===== src/rtl/game_driver.sv =====
// Autonomous player for the game block: loads a start value, issues counter
// moves by a selectable strategy and tallies WINNER/LOSER events until the game ends.
module game_driver #(
  parameter int unsigned WIDTH     = 3,
  parameter int unsigned MAX_MOVES = 255
) (
  input  logic             clk,
  input  logic             rst,
  input  logic             start,
  input  logic [1:0]       strategy,
  input  logic [WIDTH-1:0] seed,
  output logic [1:0]       CTRL,
  output logic             INIT,
  output logic [WIDTH-1:0] init_val,
  input  logic             WINNER,
  input  logic             LOSER,
  input  logic             GAMEOVER,
  input  logic [1:0]       WHO,
  output logic             busy,
  output logic             done,
  output logic [1:0]       result,
  output logic             timeout,
  output logic [3:0]       win_events,
  output logic [3:0]       lose_events,
  output logic [7:0]       moves
);

  localparam int unsigned LFSR_W = 8;
  localparam int unsigned SEED_W = (WIDTH > 5) ? WIDTH : 5;
  localparam int unsigned CNT_W  = 4;
  localparam int unsigned MOVE_W = 8;

  localparam logic [1:0] UP_1   = 2'b00;
  localparam logic [1:0] UP_2   = 2'b01;
  localparam logic [1:0] DOWN_1 = 2'b10;

  typedef enum logic [1:0] {IDLE, LOAD, PLAY, DONE} state_t;

  state_t              state, state_d;
  logic [1:0]          strat, strat_d;
  logic [WIDTH-1:0]    seed_q, seed_d;
  logic [LFSR_W-1:0]   lfsr, lfsr_d;
  logic                alt, alt_d;
  logic                win_prev, win_prev_d;
  logic                lose_prev, lose_prev_d;
  logic [1:0]          ctrl_d;
  logic                init_d;
  logic [WIDTH-1:0]    init_val_d;
  logic                busy_d;
  logic                done_d;
  logic [1:0]          result_d;
  logic                timeout_d;
  logic [CNT_W-1:0]    win_events_d, lose_events_d;
  logic [MOVE_W-1:0]   moves_d, moves_inc;

  // Next-state and next-output logic
  always_comb begin
    state_d       = state;
    strat_d       = strat;
    seed_d        = seed_q;
    lfsr_d        = lfsr;
    alt_d         = alt;
    win_prev_d    = win_prev;
    lose_prev_d   = lose_prev;
    ctrl_d        = UP_1;
    init_d        = 1'b0;
    init_val_d    = init_val;
    done_d        = 1'b0;
    result_d      = result;
    timeout_d     = timeout;
    win_events_d  = win_events;
    lose_events_d = lose_events;
    moves_d       = moves;
    moves_inc     = moves + MOVE_W'(1);

    case (state)
      IDLE: begin
        if (start) begin
          strat_d       = strategy;
          seed_d        = seed;
          result_d      = 2'b00;
          timeout_d     = 1'b0;
          win_events_d  = '0;
          lose_events_d = '0;
          moves_d       = '0;
          state_d       = LOAD;
        end
      end
      LOAD: begin
        init_d      = 1'b1;
        init_val_d  = seed_q;
        lfsr_d      = LFSR_W'({3'b101, SEED_W'(seed_q)});
        win_prev_d  = 1'b0;
        lose_prev_d = 1'b0;
        alt_d       = 1'b0;
        state_d     = PLAY;
      end
      PLAY: begin
        moves_d = moves_inc;
        case (strat)
          2'd0:    ctrl_d = UP_1;
          2'd1:    ctrl_d = DOWN_1;
          2'd2:    ctrl_d = alt ? DOWN_1 : UP_2;
          default: ctrl_d = lfsr[1:0];
        endcase
        lfsr_d      = {lfsr[LFSR_W-2:0], lfsr[7] ^ lfsr[5] ^ lfsr[4] ^ lfsr[3]};
        alt_d       = ~alt;
        win_prev_d  = WINNER;
        lose_prev_d = LOSER;
        // Edges coincident with GAMEOVER still count
        if (WINNER && !win_prev && (win_events != 4'hF))
          win_events_d = win_events + CNT_W'(1);
        if (LOSER && !lose_prev && (lose_events != 4'hF))
          lose_events_d = lose_events + CNT_W'(1);
        if (GAMEOVER) begin
          result_d  = WHO;
          timeout_d = 1'b0;
          state_d   = DONE;
        end else if (moves_inc == MOVE_W'(MAX_MOVES)) begin
          result_d  = 2'b00;
          timeout_d = 1'b1;
          state_d   = DONE;
        end
      end
      DONE: begin
        done_d  = 1'b1;
        state_d = IDLE;
      end
      default: state_d = IDLE;
    endcase

    busy_d = (state_d == LOAD) || (state_d == PLAY);
  end

  // State and output registers
  always_ff @(posedge clk or posedge rst) begin
    if (rst) begin
      state       <= IDLE;
      strat       <= 2'b00;
      seed_q      <= '0;
      lfsr        <= 8'h01;
      alt         <= 1'b0;
      win_prev    <= 1'b0;
      lose_prev   <= 1'b0;
      CTRL        <= 2'b00;
      INIT        <= 1'b0;
      init_val    <= '0;
      busy        <= 1'b0;
      done        <= 1'b0;
      result      <= 2'b00;
      timeout     <= 1'b0;
      win_events  <= '0;
      lose_events <= '0;
      moves       <= '0;
    end else begin
      state       <= state_d;
      strat       <= strat_d;
      seed_q      <= seed_d;
      lfsr        <= lfsr_d;
      alt         <= alt_d;
      win_prev    <= win_prev_d;
      lose_prev   <= lose_prev_d;
      CTRL        <= ctrl_d;
      INIT        <= init_d;
      init_val    <= init_val_d;
      busy        <= busy_d;
      done        <= done_d;
      result      <= result_d;
      timeout     <= timeout_d;
      win_events  <= win_events_d;
      lose_events <= lose_events_d;
      moves       <= moves_d;
    end
  end

endmodule


===== config.mk =====
export PLATFORM = sky130hd
export DESIGN_NAME = game_driver
export DESIGN_NICKNAME = d
export VERILOG_FILES = /design/src/rtl/game_driver.sv
export SDC_FILE = /design/constraint.sdc
export NUM_CORES = 1
export LEC_CHECK = 0
export CAP_MARGIN = 20
export CELL_PAD_IN_SITES_DETAIL_PLACEMENT = 0
export CELL_PAD_IN_SITES_GLOBAL_PLACEMENT = 1
export CORE_ASPECT_RATIO = 1.1
export CORE_MARGIN = 3
export CORE_UTILIZATION = 43
export CTS_CLUSTER_DIAMETER = 150
export DETAILED_ROUTE_END_ITERATION = 7
export PLACE_DENSITY_LB_ADDON = 0.1
export SKIP_CTS_REPAIR_TIMING = 1
export SKIP_LAST_GASP = 1
export SYNTH_ARGS = -nofsm -noshare
export SYNTH_HDL_FRONTEND = slang
export SYNTH_SLANG_ARGS = --single-unit

===== constraint.sdc =====
create_clock -name clk -period 2.9 [get_ports clk]
set_input_delay 0.29 -clock clk [delete_from_list [all_inputs] [get_ports clk]]
set_output_delay 0.29 -clock clk [all_outputs]
set_load 0.03 [all_outputs]

**Word-level counts from Yosys, hierarchy flattened**

Cells that the tools add are included.

- Word-level logic and storage cells: 82
- Flip-flop bits (word level): 45
- Output and inout port bits: 27

- Multiplexer cells: 28
- Bitwise logic cells: 4
- $add $sub $neg: 3
- Reduce and logical (&&, ||, !) cells: 16
- Eq/ne operators: 14

Operators by type and width:

| operator | number |
|---|---|
| 8-bit case mux with 2 select lines | 2 |
| 2-bit 2-to-1 mux | 8 |
| 4-bit case mux with 2 select lines | 2 |
| 4-bit 2-to-1 mux | 3 |
| 3-bit AND reduction | 3 |
| 4-bit by 1-bit adder with 4-bit output, second input constant | 2 |
| 8-bit by 1-bit adder with 8-bit output, second input constant | 1 |
| 2-bit equality test, second input constant | 4 |
| 8-bit equality test, second input constant | 1 |
| 8-bit 2-to-1 mux | 1 |
| 4-bit != test, second input constant | 2 |
| 1-bit case mux with 2 select lines | 4 |
| 2-bit case mux with 4 select lines | 1 |
| 2-bit by 1-bit equality test with 1-bit output, second input constant | 3 |
| 2-bit != test, second input constant | 3 |
| 2-bit case mux with 3 select lines | 1 |
| 1-bit 2-to-1 mux | 5 |
| 1-bit logical AND | 4 |
| 2-bit zero test | 2 |
| 2-bit case mux with 2 select lines | 1 |
| 2-bit AND reduction | 2 |
| 2-bit nonzero test | 2 |
| 3-bit != test, second input constant | 1 |
| 1-bit bitwise XOR | 3 |
| other kinds (3) | 4 |

**Longest topological paths before layout**

Gate-level depths: netlist of run 1.

- Depth after elaboration: 7
- Gate-level depth with buffers: 8
- Depth with buffers taken out: 7

**Worst setup path before layout of run 1**

Ideal clock, no wire load.

- Path kind: flip-flop to flip-flop
- Start: reg moves[0]
- End: reg busy
- Buffers on the path: 0
- Arrival time: 1.963 ns
- Stages on the path, launching flop included: 8
- Setup slack: 0.858 ns
- Clock period less this slack: 2.042 ns
- Path through: dfrtp_1 -> ha_1 -> nand3_2 -> xnor2_1 -> o2111ai_1 -> or3_4 -> a21oi_4 -> xor2_1

- Word-level cells in the longest chain between the ends: 7
- Elaborated cells on any way between the ends: 8
- Those cells by class: add/sub (1); eq/ne (3); mux (3); reduce/logical (1)

Ends and longest elaborated chain:

| item | RTL line | RTL |
|---|---|---|
| start, declared | 25 | `output logic [7:0] moves` |
| start signal, assigned | 172 | `moves <= moves_d;` |
| 8-bit by 1-bit adder with 8-bit output * | 74 | `moves_inc = moves + MOVE_W'(1);` |
| 8-bit equality test * | 119 | `end else if (moves_inc == MOVE_W'(MAX_MOVES)) begin` |
| 2-bit 2-to-1 mux * | 119 |  |
| 2-bit 2-to-1 mux * | 115 | `if (GAMEOVER) begin` |
| 2-bit case mux with 4 select lines * | 76 | `case (state)` |
| net state_d[0] | 39 | `state_t state, state_d;` |
| 2-bit by 1-bit equality test with 1-bit output / 2-bit equality test (equally long branches) | 132 | `busy_d = (state_d == LOAD) \|\| (state_d == PLAY);` |
| 1-bit logical OR * | 132 |  |
| net busy_d | 49 | `logic busy_d;` |
| end signal, assigned | 166 | `busy <= busy_d;` |
| end, declared | 19 | `output logic busy,` |

Mark *: on every way through the listed nets, which the timed path passes. The rest lies on a longest branch.
A chain may end at the register's enable or synchronous reset.

**Worst setup path after layout of run 1**

- Start: reg state[0]
- End: reg moves[0]

- Word-level cells in the longest chain between the ends: 3
- Elaborated cells on any way between the ends: 6
- Those cells by class: eq/ne (2); mux (1); reduce/logical (3)

Ends and longest elaborated chain:

| item | RTL line | RTL |
|---|---|---|
| start, declared | 39 |  |
| start signal, assigned | 156 | `state <= state_d;` |
| 2-bit equality test / 2-bit zero test (equally long branches) | 76 |  |
| 2-bit nonzero test (no source line) / 2-bit != test (equally long branches) | - |  |
| 2-bit AND reduction (no source line) | - |  |

Several ways; a longest one is shown, not always the timed one.

==> flow_metrics.tcl, run 1 <==
set metrics [dict create \
    clk_pin_slew_worst_paths_ns 0.08 \
    signal_arrival_time_at_the_worst_endpoint_ns 2.29 \
    start_kind "register" \
    die_h_um 81.3 \
    setup_viol 0 \
    cts_num_sinks 45 \
    routed-via-count 1717 \
    maxCapViolations 0 \
    finalPower_mw 2.87 \
    power.density_cell_area_nw_per_um2 1040 \
    detailed_place_hpwl_um 3420 \
    worst_clock_skew_ns 0.00847 \
    n_fill_cell 441 \
    detail_route.wl_per_cell_um 14.7 \
    status "finished, final reports clean" \
    routed_wirelength_um 4700 \
    finalHoldViolCount 0 \
    overflow 0 \
    gpl.final_weighted_congestion 0.823 \
    wire_length_of_the_first_global_routing_pass_um 7760 \
    fmaxAchievable_mhz 484 \
    hold_path_class "in -> async" \
    setup_tns_ns 0 \
    grt.total_usage_pct 16.9 \
    synthDistinctLibCells 40 \
    rsz0062_at_grt "no" \
    synth-main-ff-cell "sky130_fd_sc_hd__dfrtp_1" \
    clock_insertion_delay_worst_skew_ns 0.30 \
    clockBufferDepth 2 \
    asyncSetResetFlopFracSynth_pct 100 \
    rr_endpoint "moves[0]" \
    whs_ns 0.371 \
    top_cell_type_by_total_area_after_synthesis "sky130_fd_sc_hd__dfrtp_1" \
    layout-drive-gt1-share_pct 10.2 \
    numPlacedInstances 312 \
    most-common-layout-cells "44 x sky130_fd_sc_hd__dfrtp_1, 39 x sky130_fd_sc_hd__clkdlybuf4s50_1, 25 x sky130_fd_sc_hd__nand2_1" \
    ff2ff_path_depth 6 \
    cp-end-kind "register" \
    setup.reg_to_reg.worst_slack_ns 0.83 \
    worst-endpoint-required_ns 3.13 \
    detail_route.drc_violations 0 \
    port_buffers 39 \
    root_buffer "sky130_fd_sc_hd__clkbuf_8" \
    floorplan.rows 26 \
    period_minus_slack_ns 2.07 \
    timing.setup.critical_path_class "reg -> reg" \
    fin_nets 284 \
    initial_utilization_pct 46.0 \
    multi_input_comb_area_sq_um 983 \
    design.portCount 40 \
    seq_area_sq_um 1130 \
    avgSynthCellArea_sq_um 9.90 \
    max_slew_margin_pct 40.8 \
    post_synthesis_register_bit_count 45 \
    syn_nets 245 \
    antennaDiodeCount 0 \
    placeableCoreArea_sq_um 4810 \
    post-synth-top-area-fraction_pct 49.7 \
    drtPass1Iterations 4 \
    via_count_of_the_first_global_routing_pass 1651 \
    cts_max_level 2 \
    layout-area-overhead-vs-synth_pct 24.7 \
    worst_pin_slew_ns 0.882 \
    full_die_area_sq_um 6050 \
    synthesized_area_sq_um 2220 \
    antenna_violating_nets_post_route 0 \
    antenna_found_initial 0 \
    drtIter0Drc 33 \
    cts_tree "yes" \
    final-instance-count-excl-fill 320 \
    yosys_warnings 0 \
    tritoncts.num_buffers 5 \
    synthCells 224 \
    pin_count_of_the_biggest_net_entering_global_routing 24 \
    finish.utilization_pct 57.4 \
    synth_sequential_area_ratio_pct 50.8 \
    vias_per_cell 5.37 \
    number_of_pins_exceeding_their_max_slew_limit_in_the_final_report 0 \
    power.ir.vdd_worst_uv 561 \
    synth_edf_count 0 \
    finalCritPeriodShare_pct 71.2 \
    cp_max_fo 11 \
    leading_cell_type_in_the_layout_fill_and_taps_excluded "sky130_fd_sc_hd__dfrtp_1" \
    power_leakage_nw 1.17 \
    critical_path.reg2reg.startpoint "state[0]" \
    synth.area.top_cells "sky130_fd_sc_hd__dfrtp_1 50%, sky130_fd_sc_hd__o21ai_0 5.0%, sky130_fd_sc_hd__mux2_2 4.6%" \
    chipWidth_um 74.5 \
]
through the flow:
step	area [sq um]	setup slack [ns]
2_1_floorplan	2220	0.858
4_1_cts	2770	0.826
3_5_place_dp	2670	0.836
6_report	2770	0.835
3_3_place_gp	2670	0.845
5_1_grt	2770	0.652
area by class of cell:
class | instances | area share, %
clock buffer | 5 | 2.49
clock inverter | 3 | 0.814
timing repair buffer | 44 | 15.9
multi-input combinational | 153 | 35.6
sequential | 45 | 40.8
inverter | 14 | 1.90
tap | 56 | 2.53
worst max path at each step:
| stage | end | slack, ns | startpoint |
|---|---|---|---|
| 4_1_cts | moves[1] | 0.83 | state[0] |
| 2_1_floorplan | busy | 0.86 | moves[0] |
| 3_3_place_gp | moves[6] | 0.85 | state[0] |
| 3_5_place_dp | moves[1] | 0.84 | state[0] |
| 5_1_grt | moves[0] | 0.65 | state[0] |
| 6_report | moves[0] | 0.83 | state[0] |
kinds of logic (layout without fill, tap and decap cells):
family	Yosys count	after routing	synth area share [%]
muxes	14	14	6.83
buffers and inverters	26	66	4.80
AOI/OAI and AO/OA	50	50	13.6
adders and majority gates	8	8	4.51
and+or+nand+nor	74	74	16.6
DFF	45	45	50.8
xor gates and xnor gates	7	7	2.77
report_power, final:
group          switching (mW)  internal, mW  total (mW)
clock network           0.221         0.169       0.389
logic                   0.823         0.589        1.41
registers               0.206         0.865        1.07
total                    1.25          1.62        2.87
state kept, by name, indices dropped and copies added (netlist names):
| signal | flops |
|---|---|
| lfsr | 8 |
| init_val | 3 |
| alt | 1 |
| lose_prev | 1 |
| win_prev | 1 |
| INIT | 1 |
| busy | 1 |
| timeout | 1 |
| result | 2 |
| done | 1 |
| lose_events | 4 |
| win_events | 4 |
| state | 2 |
| strat | 2 |
| seed_q | 3 |
| moves | 8 |
| CTRL | 2 |
routing by layer:
metal | track usage, % | up-vias | wire, um
met2 | 27.9 | 40 | 2370
met4 | 6.94 | 0 | 97
met3 | 3.96 | 11 | 165
met5 | 0 | - | 0
li1 | - | 852 | -
met1 | 21.0 | 814 | 2060
synthesized netlist by cell type (all sizes together), types with 4 or more instances:
cell type / instances
dfrtp: 44
nand2: 25
o21ai: 23
nor2: 14
inv: 13
a21oi: 11
nand3: 11
clkbuf: 9
mux2: 9
nor3: 9
ha: 8
xnor2: 6
mux2i: 5
nand4: 5
a31oi: 4
critical path, cell delays in order, from the launching register on:
cell	delay [ns]
sky130_fd_sc_hd__dfrtp_1	0.44
sky130_fd_sc_hd__inv_1	0.09
sky130_fd_sc_hd__ha_1	0.35
sky130_fd_sc_hd__o21ai_1	0.68
sky130_fd_sc_hd__buf_4	0.29
sky130_fd_sc_hd__nand2_1	0.06
sky130_fd_sc_hd__o21ai_0	0.08
No activity file was read; power rests on OpenSTA's default activity.
==> run 2, diff against run 1 <==
- CORE_UTILIZATION: 43 -> 36
- clock period: 2.9 -> 1.8 ns (I/O delays scaled with it)
==> flow_metrics.tcl, run 2 (same netlist as run 1, synthesis figures left out) <==
set metrics [dict create \
    status "finished, final reports clean" \
    antennaDiodeCount 0 \
    worst-endpoint-required_ns 2.02 \
    detailed_place_hpwl_um 3800 \
    antenna_violating_nets_post_route 0 \
    hold_path_class "in -> async" \
    number_of_pins_exceeding_their_max_slew_limit_in_the_final_report 0 \
    worst_clock_skew_ns 0.00590 \
    power.switching_mw 2.07 \
    largest_registers "lfsr x8, moves x8" \
    cts_tree "yes" \
    overflow 0 \
    wire_length_of_the_first_global_routing_pass_um 8540 \
    clk_pin_slew_worst_paths_ns 0.09 \
    multi_input_comb_area_sq_um 1020 \
    cts_max_level 2 \
    finalCritPeriodShare_pct 96.5 \
    max_slew_margin_pct 67.8 \
    floorplan.rows 29 \
    root_buffer "sky130_fd_sc_hd__clkbuf_8" \
    finalWorstSetupSlack_ns 0.0632 \
    gpl.final_weighted_congestion 0.723 \
    port_buffers 39 \
    routed_wirelength_um 5050 \
    cp-end-kind "register" \
    cts_num_sinks 45 \
    grt_use_met3_pct 3.77 \
    setup_tns_ns 0 \
    finalPower_mw 5.04 \
    cp_max_fo 7 \
    via_count_of_the_first_global_routing_pass 1707 \
    tritoncts.num_buffers 5 \
    final-instance-count-excl-fill 354 \
    detail_route.wl_per_cell_um 14.3 \
    maxCapViolations 0 \
    initial_utilization_pct 37.7 \
    clock_insertion_delay_worst_skew_ns 0.30 \
    layout-area-overhead-vs-synth_pct 34.3 \
    fmaxAchievable_mhz 576 \
    combPwrFrac_pct 50.0 \
    rsz0062_at_grt "yes" \
    chipWidth_um 80.8 \
    full_die_area_sq_um 7140 \
    numPlacedInstances 346 \
    grt.met1_usage_pct 20.1 \
    routed-via-count 1765 \
    seqPwrFrac_pct 34.1 \
    drtPass1Iterations 4 \
    detail_route.drc_violations 0 \
    signal_arrival_time_at_the_worst_endpoint_ns 1.96 \
    worst_pin_slew_ns 0.480 \
    fin_nets 297 \
    grt.total_usage_pct 15.8 \
    drtIter0Drc 80 \
    die_h_um 88.3 \
    crit_path_max_incr_delay_ns 0.48 \
    power.ir.vdd_worst_uv 770 \
    power.density_cell_area_nw_per_um2 1690 \
    p_sw_share_pct 41.1 \
    start_kind "register" \
    placeableCoreArea_sq_um 5880 \
    share_clk_of_total_power_pct 15.9 \
    n_fill_cell 561 \
    clockBufferDepth 2 \
    power_leakage_nw 1.26 \
    seq_area_sq_um 1130 \
    most-common-layout-cells "39 x sky130_fd_sc_hd__dfrtp_1, 39 x sky130_fd_sc_hd__clkdlybuf4s50_1, 25 x sky130_fd_sc_hd__nand2_1" \
    vias_per_cell 4.99 \
    grt.busiest_layer "met2" \
    cpMaxStageDelayCell "sky130_fd_sc_hd__dfrtp_2" \
    pin_count_of_the_biggest_net_entering_global_routing 34 \
    antenna_found_initial 0 \
    finalHoldViolCount 0 \
    design.portCount 40 \
    period_minus_slack_ns 1.74 \
    placement.setup.worst_slack_ns 0.0134 \
    layout-drive-gt1-share_pct 18.8 \
    timing.setup.critical_path_class "reg -> reg" \
    path_cells "ha_4 -> nand3_2 -> xnor2_2 -> o2111ai_1 -> or3_4 -> a21oi_4 -> xor2_1" \
    setup_viol 0 \
    internal_power_mw 2.97 \
    grt_util_met2_pct 26.8 \
]
## run 2: worst max-delay path, delay by kind of cell, from the launching register on
family          cells  cell delay [ns]
fa+ha+maj           1             0.20
simple gates        2             0.48
flops               1             0.48
compound gates      2             0.26
xor+xnor            2             0.25
## run 2: power groups by stage
stage                     clock network (mW)  logic, mW  registers, mW
after floorplan                            0       1.27           2.02
after global placement                     0       2.50           1.74
after detailed placement                   0       2.52           1.74
after CTS                              0.826       2.52           1.72
after global routing                   0.883       2.80           1.77
final                                  0.800       2.52           1.72
## run 2: cell type report
| cell class | instances | share of cell area [%] |
|---|---|---|
| timing repair buffer | 57 | 18.5 |
| inverter | 14 | 1.89 |
| clock buffer | 6 | 2.77 |
| multi-input combinational | 153 | 34.3 |
| sequential | 45 | 38.1 |
| tap | 77 | 3.24 |
| clock inverter | 2 | 1.26 |
## run 2: layer usage
layer,up-vias,part of all wire (%)
met1,853,44
li1,881,-
met3,6,2.9
met4,0,1.1
met2,25,51
met5,-,0
## run 2: path summary, 6_finish.rpt
check / from / to / slack, ns / cells past startpoint
min: rst / seed_q[2] / 0.14 / 2
max in group asynchronous: rst / moves[1] / 1.16 / 3
max: moves[1] / busy / 0.06 / 7
min in group clk: WHO[0] / result[0] / 0.47 / 3
min reg2reg: timeout / timeout / 0.50 / 1
max reg2reg: moves[1] / busy / 0.06 / 7
## run 2: stage by stage
| stage | cell area (sq um) | hold slack, ns | util, % |
|---|---|---|---|
| floorplan | 2240 | 0.304 | - |
| global placement | 2840 | 0.477 | 48.2 |
| detailed placement | 2840 | 0.477 | 48.2 |
| CTS | 2960 | 0.147 | 50.3 |
| global route | 2980 | 0.159 | 50.7 |
| finish | 2980 | 0.137 | 50.7 |
